==> config.mk <==
export PLATFORM = sky130hd
export DESIGN_NAME = board_wr_arbiter
export DESIGN_NICKNAME = d
export VERILOG_FILES = /design/src/rtl/board_wr_arbiter.sv
export SDC_FILE = /design/constraint.sdc
export NUM_CORES = 1
export LEC_CHECK = 0
export BUFFER_PORTS_ARGS = -buffer_cell sky130_fd_sc_hd__buf_2
export CORE_AREA = 5 5 58 60
export DETAILED_ROUTE_END_ITERATION = 7
export DIE_AREA = 0 0 63 65
export GPL_TIMING_DRIVEN = 0
export PLACE_DENSITY = 0.71
export SYNTH_ARGS = -nofsm -noshare
export SYNTH_HDL_FRONTEND = slang
export SYNTH_SLANG_ARGS = --single-unit
==> constraint.sdc <==
create_clock -name clk -period 2 [get_ports clk]
set_clock_uncertainty 0.05 [all_clocks]
set_input_delay 0.1 -clock clk [delete_from_list [all_inputs] [get_ports clk]]
set_output_delay 0.1 -clock clk [all_outputs]
set_load 0.02 [all_outputs]
==> src/rtl/board_wr_arbiter.sv <==
// Two-requester arbiter for the board cell RAM write port: round-robin on ties,
// bursts held up to MAX_HOLD beats while the other side waits, registered write.
module board_wr_arbiter #(
  parameter int ADDR_W   = 10,
  parameter int DATA_W   = 2,
  parameter int MAX_HOLD = 8
) (
  input  logic              clk,
  input  logic              rst_n,
  input  logic              req_a,
  input  logic [ADDR_W-1:0] addr_a,
  input  logic [DATA_W-1:0] data_a,
  input  logic              req_b,
  input  logic [ADDR_W-1:0] addr_b,
  input  logic [DATA_W-1:0] data_b,
  output logic              gnt_a,
  output logic              gnt_b,
  output logic              sel,
  output logic              mem_we,
  output logic [ADDR_W-1:0] mem_addr,
  output logic [DATA_W-1:0] mem_data,
  output logic              busy
);

  localparam int HOLD_W = $clog2(MAX_HOLD) + 1;
  localparam logic [HOLD_W-1:0] HOLD_LAST = HOLD_W'(MAX_HOLD - 1);

  typedef enum logic [1:0] {IDLE, GNT_A, GNT_B} state_t;

  state_t              state_q, state_d;
  logic [HOLD_W-1:0]   hold_q, hold_d;
  logic                last_a_q, last_a_d;
  logic                we_q, we_d;
  logic [ADDR_W-1:0]   addr_q, addr_d;
  logic [DATA_W-1:0]   data_q, data_d;

  always_comb begin
    state_d  = state_q;
    hold_d   = hold_q;
    last_a_d = last_a_q;
    we_d     = 1'b0;
    addr_d   = addr_q;
    data_d   = data_q;
    case (state_q)
      IDLE: begin
        // On a tie the side that did not own the port last time wins.
        if (req_a && (!req_b || !last_a_q)) state_d = GNT_A;
        else if (req_b)                     state_d = GNT_B;
      end
      GNT_A: begin
        if (req_a) begin
          we_d   = 1'b1;
          addr_d = addr_a;
          data_d = data_a;
        end
        if (!req_a)                          state_d = req_b ? GNT_B : IDLE;
        else if (req_b && hold_q == HOLD_LAST) state_d = GNT_B;
        else if (hold_q != HOLD_LAST)        hold_d = hold_q + 1'b1;
      end
      GNT_B: begin
        if (req_b) begin
          we_d   = 1'b1;
          addr_d = addr_b;
          data_d = data_b;
        end
        if (!req_b)                          state_d = req_a ? GNT_A : IDLE;
        else if (req_a && hold_q == HOLD_LAST) state_d = GNT_A;
        else if (hold_q != HOLD_LAST)        hold_d = hold_q + 1'b1;
      end
      default: state_d = IDLE;
    endcase
    // Every fresh grant restarts the burst count and records the new owner.
    if (state_d != state_q && state_d != IDLE) begin
      hold_d   = '0;
      last_a_d = (state_d == GNT_A);
    end
  end

  always_ff @(posedge clk) begin
    if (!rst_n) begin
      state_q  <= IDLE;
      hold_q   <= '0;
      last_a_q <= 1'b0;
      we_q     <= 1'b0;
      addr_q   <= '0;
      data_q   <= '0;
    end else begin
      state_q  <= state_d;
      hold_q   <= hold_d;
      last_a_q <= last_a_d;
      we_q     <= we_d;
      addr_q   <= addr_d;
      data_q   <= data_d;
    end
  end

  assign gnt_a    = (state_q == GNT_A);
  assign gnt_b    = (state_q == GNT_B);
  assign sel      = (state_q == GNT_A);
  assign busy     = (state_q != IDLE);
  assign mem_we   = we_q;
  assign mem_addr = addr_q;
  assign mem_data = data_q;

endmodule

==> results of run 1 <==
==> metrics by stage <==
step                      hold WS, ns   util  instances  instance area (sq um)  setup slack, ns
after global placement          0.290  0.483        195                   1390           -0.196
after global routing           0.0730  0.595        215                   1710          -0.0459
final                          0.0769  0.595        215                   1710           0.0338
after CTS                      0.0693  0.532        201                   1530         -0.00573
after floorplan                 0.172      -        120                   1140          0.00209
after detailed placement        0.293  0.483        195                   1390           -0.236
==> per-layer routing <==
metal  wire, um  GRT usage
met1       1270      0.157
met2       1700      0.267
met3        222     0.0381
met4         13     0.0451
met5          0          0
==> state kept, by name (all words and copies together) (netlist names) <==
name / flops
mem_addr: 10
mem_we: 1
state_q: 2
hold_q: 4
last_a_q: 1
mem_data: 2
==> worst min-delay path by stage <==
| stage | to | slack (ns) | start |
|---|---|---|---|
| floorplan | state_q[0] | 0.17 | rst_n |
| global placement | state_q[0] | 0.29 | rst_n |
| detailed placement | state_q[0] | 0.29 | rst_n |
| CTS | mem_addr[9] | 0.07 | addr_a[9] |
| global route | mem_addr[3] | 0.07 | addr_a[3] |
| finish | mem_addr[9] | 0.08 | addr_a[9] |
==> synthesized netlist by cell type (2+ instances only) <==
library cell and instances:
nor2b_1 2, clkbuf_1 4, mux2i_1 15, a2111oi_1 3, inv_1 5, a22oi_1 2, nand2_1 3, buf_2 3
ha_1 5, a31oi_1 2, nor2_1 15, nand4b_1 2, and4_1 2, a31o_1 2, dfxtp_1 20, a211oi_1 14
==> kinds of logic after synthesis <==
| group | Yosys count | share of synthesized area |
|---|---|---|
| AO/OA/AOI/OAI | 34 | 0.240 |
| AND/OR/NAND/NOR | 30 | 0.144 |
| flip-flops | 20 | 0.360 |
| buffers and inverters | 15 | 0.0574 |
| multiplexers | 15 | 0.135 |
| adder cells (fa/ha/maj) | 5 | 0.0562 |
| XOR/XNOR | 1 | 0.00788 |
==> worst min-delay path: stages <==
cell	delay [ns]
buf_2	0.09
mux2i_1	0.11
a211oi_1	0.08
==> repair_timing <==
item / CTS / global route
hold endpoints to repair: 2 / 0
setup buffers: 2 / 14
hold buffers: 1 / 0
endpoints found under the setup margin: 18 / 14
pin swaps: 2 / 10
gates resized for setup: 19 / 11
==> cell usage in the layout (no fill, tap or decap), types with 3 or more instances in the layout <==
| cell | count |
|---|---|
| a2111oi_4 | 3 |
| a211oi_1 | 13 |
| buf_2 | 44 |
| buf_4 | 17 |
| clkbuf_1 | 3 |
| clkbuf_4 | 3 |
| dfxtp_1 | 16 |
| ha_4 | 3 |
| inv_1 | 3 |
| mux2i_1 | 13 |
| nand2_1 | 3 |
| nor2_1 | 15 |
==> where the power goes <==
group | switching, mW | internal, mW | leakage (nW)
registers | 0.0605 | 0.476 | 0.166
logic | 0.458 | 0.374 | 0.498
clock network | 0.122 | 0.111 | 0.0210
total | 0.641 | 0.961 | 0.685
==> final cells by class <==
type	instances	area (sq um)	share of cell area
flip-flops and latches	20	410	0.240
well taps	33	41.3	0.0241
clock buffers	4	36.3	0.0212
repair buffers	59	340	0.199
inverters	7	36.3	0.0212
plain buffers	7	33.8	0.0197
multi-input cells	85	815	0.476
==> run_results.csv, run 1 <==
group,metric,value,unit
timing,worst_pin_slew,0.704,ns
finish,syn_to_final_growth,54.0,%
timing,finalSetupTns,0,ns
drt,wl,3.21,mm
timing,period_minus_slack,1.97,ns
timing,final-setup-viol-count,0,
synth,synth_cells,120,
timing,rsz0062_at_grt,"yes",
clocking,cts.sinks,20,
setup_path,reg2reg_depth,7,
finish,drive_above_1_share,0.484,
setup_path,path_depth,7,
run,cap_viol_max_count,0,
timing,fmax,509,MHz
pwr,ir_drop,0.669,mV
pwr,power.density,936,nW/um^2
die,initial_core_util,0.387,
die,design.die.area,4100,sq um
drt,drt_iter0_drc,52,
synth,synth.largest_area_cell,"dfxtp_1",
setup_path,path_max_fanout,8,
clocking,clock_path_buffers,2,
setup_path,crit_path_start_kind,"flip-flop",
synth,yosysWarningCount,0,
setup_path,r2r_slack,0.03,ns
pwr,cellLeakagePower,0.685,nW
setup_path,timing.rr.end,"hold_q[1]",
drt,via_count,1161,
synth,ys_top_cells_by_area,"dfxtp_1 (36%), mux2i_1 (13%), a211oi_1 (9.4%)",
die,dieWidth,63,um
place,port_buffers,42,
setup_path,worstPathRequired,2.12,ns
drt,antenna_left,0,
finish,antenna_cells,0,
synth,syn_nets,153,
drt,drc,0,
global_routing,grt_pass1_vias,1123,
min_path,hp-class,"in -> reg",
die,io_pins,45,
clocking,cts-root-buf,"clkbuf_4",
drt,drt-vias-per-instance,5.40,
timing,period_share,0.983,
clocking,clkSlewWorstSetupHoldPaths,0.11,ns
setup_path,cpLargestDelayFamily,"compound AO/OA/AOI/OAI gates",
setup_path,critPathKind,"reg -> reg",
synth,syn-cell-area,1110,sq um
global_routing,track_usage,0.144,
min_path,hold_depth,3,
setup_path,slowest_delay,0.44,ns
setup_path,crit_path_top_delay_cell,"dfxtp_4",
global_routing,antenna_found_initial,0,
finish,n_fill_cell,259,
synth,yosysSeqAreaShare,0.360,
setup_path,path_cells,"inv_6 > ha_2 > mux2i_4 > a21oi_4 > o31a_1 > mux2i_1 > a2111oi_4",
clocking,cts_tree,"done",
synth,ys_ff_latch,20,
global_routing,grt-ovfl-total,0,
timing,final_hold_viol_count,0,
synth,synth_top_area_share,0.360,
finish,fin_nets,216,
clocking,cts_inserted_buffers,3,
clocking,h-tree-depth,1,
setup_path,timing.rr.start,"state_q[1]",
setup_path,cp.arrival,2.09,ns
run_status,status,"complete, no violations",
die,coreArea,2880,sq um
global_routing,grt_pass1_wl,4.78,mm
synth,ys_types,37,
setup_path,crit_path_end,"hold_q[1]",
synth,synthFlopType,"dfxtp_1",
synth,synth_edf_count,0,
timing,relSlewSlack,0.531,
place,dp_hpwl,2.09,mm
pwr,fin_total_pwr,1.60,mW
setup_path,end_kind,"flip-flop",
die,num_rows,20,
synth,async_reset_ff_frac,0,
synth,syn_avg_cell_area,9.27,sq um
timing,drv_slew,0,
die,die_h,65,um
place,gp_congestion,0.822,
setup_path,worst-path-buf-inv,1,
drt,wl_per_cell,14.9,um
drt,drt_pass1_iterations,4,
clocking,insertion_delay,0.30,ns
setup_path,crit_start,"state_q[1]",
global_routing,grt_max_degree,12,
No activity file was read; power rests on OpenSTA's default activity.
==> inputs of run 2 (changes only) <==
- CELL_PAD_IN_SITES_DETAIL_PLACEMENT: unset -> 1
- CELL_PAD_IN_SITES_GLOBAL_PLACEMENT: unset -> 2
- CORE_AREA: 5 5 58 60 -> 5 5 75 77
- DIE_AREA: 0 0 63 65 -> 0 0 80 82
- PLACE_DENSITY: 0.71 -> unset
- PLACE_DENSITY_LB_ADDON: unset -> 0.1
==> run 2 against run 1 <==
- worst setup slack got worse by 0.0060 ns
- first-iteration DRC count fell by 60%
- core utilization fell by 25 points
- clock-buffer cell count did not move
- critical path type unchanged
- critical endpoint unchanged
==> run_results.csv, run 2 (same netlist as run 1, synthesis figures left out) <==
group,metric,value,unit
timing,drv_slew,0,
die,num_rows,26,
finish,syn_to_final_growth,53.2,%
clocking,h-tree-depth,1,
setup_path,crit_path_start_kind,"flip-flop",
drt,drt_pass1_iterations,4,
finish,mostFrequentLayoutCells,"buf_2 (44), dfxtp_1 (16), nor2_1 (15), buf_4 (15), mux2i_1 (14)",
finish,instances_no_fill,249,
die,initial_core_util,0.225,
pwr,ir_drop,0.236,mV
drt,drc,0,
setup_path,cpLargestDelayFamily,"compound AO/OA/AOI/OAI gates",
drt,drt_iter0_drc,21,
die,dieWidth,80,um
setup_path,worst-path-buf-inv,1,
clocking,clock_path_buffers,2,
drt,antenna_left,0,
global_routing,grt_pass1_vias,1176,
finish,antenna_cells,0,
pwr,power.density,951,nW/um^2
clocking,ctsHoldBuffers,0,
setup_path,cp.arrival,2.08,ns
pwr,cellLeakagePower,0.678,nW
clocking,insertion_delay,0.25,ns
global_routing,grt_max_degree,12,
timing,rsz0062_at_grt,"yes",
place,dp_cells,232,
setup_path,worstPathRequired,2.10,ns
setup_path,critPathKind,"reg -> reg",
finish,largest_reg_flops,10,
die,die_h,82,um
place,port_buffers,42,
timing,relSlewSlack,0.646,
setup_path,end_kind,"flip-flop",
timing,final-setup-viol-count,0,
drt,wl,3.60,mm
run_status,status,"complete, no violations",
global_routing,antenna_found_initial,0,
drt,drt-vias-per-instance,4.55,
place,gp_congestion,0.763,
die,coreArea,4940,sq um
setup_path,crit_path_top_delay_cell,"dfxtp_4",
place,dp_hpwl,2.62,mm
pwr,fin_total_pwr,1.62,mW
finish,final_common_cell,"buf_2",
clocking,cts_inserted_buffers,3,
timing,fmax,507,MHz
finish,drive_above_1_share,0.480,
run,cap_viol_max_count,0,
timing,worst_pin_slew,0.531,ns
timing,period_share,0.986,
global_routing,track_usage,0.109,
die,io_pins,45,
clocking,clkSlewWorstSetupHoldPaths,0.08,ns
finish,fin_nets,213,
global_routing,grt-ovfl-total,0,
finish,n_fill_cell,617,
clocking,cts_tree,"done",
timing,final_hold_viol_count,0,
setup_path,slowest_delay,0.42,ns
clocking,cts-root-buf,"clkbuf_8",
die,design.die.area,6560,sq um
setup_path,path_max_fanout,7,
min_path,hp-class,"in -> reg",
drt,wl_per_cell,14.4,um
setup_path,path_cells,"buf_4 > ha_4 > o21ai_0 > a31o_1 > a311oi_2 > a211oi_4 > a2111oi_2",
global_routing,grt_pass1_wl,5.75,mm
clocking,cts.sinks,20,
timing,period_minus_slack,1.97,ns
drt,via_count,1133,
-- run 2: worst min-delay path: stages --
cell and delay (ns):
buf_2 0.12, nand2_1 0.07, nor2_1 0.04
-- run 2: per-stage QoR --
stage          hold WS [ns]   util  worst slack, ns  TNS [ns]  instance area, sq um
4_1_cts              0.0484  0.320         0.000226         0                  1580
5_1_grt              0.0582  0.345           -0.103    -0.324                  1700
3_5_place_dp          0.321  0.290           -0.360     -5.20                  1440
6_report             0.0596  0.345           0.0279         0                  1700
2_1_floorplan         0.172      -          0.00209         0                  1140
3_3_place_gp          0.316  0.290           -0.332     -4.38                  1440
-- run 2: final timing paths --
| check | slack [ns] | end | cells after the start | from |
|---|---|---|---|---|
| hold reg to reg | 0.45 | mem_addr[4] | 2 | mem_addr[4] |
| hold / removal | 0.06 | mem_we | 3 | rst_n |
| setup reg to reg | 0.03 | hold_q[1] | 7 | state_q[1] |
| setup / recovery | 0.03 | hold_q[1] | 7 | state_q[1] |
-- run 2: final cells by class --
| class | instances | area, sq um | area share |
|---|---|---|---|
| clock buffer | 4 | 55.1 | 0.0323 |
| timing repair buffer | 56 | 315 | 0.185 |
| multi-input combinational | 85 | 764 | 0.449 |
| tap | 70 | 87.6 | 0.0514 |
| inverter | 7 | 36.3 | 0.0213 |
| sequential | 20 | 410 | 0.241 |
| buffer | 7 | 35.0 | 0.0206 |
-- run 2: where the power goes --
group	internal, mW	total (mW)	switching [mW]
Combinational	0.341	0.778	0.437
Clock	0.175	0.308	0.133
Sequential	0.476	0.534	0.0579
-- run 2: layer usage --
metal / up-vias / share of wire / track usage
met5: - / 0 / 0
met4: 0 / 0.0053 / 0.0321
met3: 2 / 0.063 / 0.0230
met2: 30 / 0.49 / 0.192
met1: 535 / 0.44 / 0.133
li1: 566 / - / -
-- run 2: repair_timing --
action	4_1_cts	5_1_grt
pin swaps	4	3
setup endpoints to repair	19	11
setup buffers	4	10
resized for setup	15	12
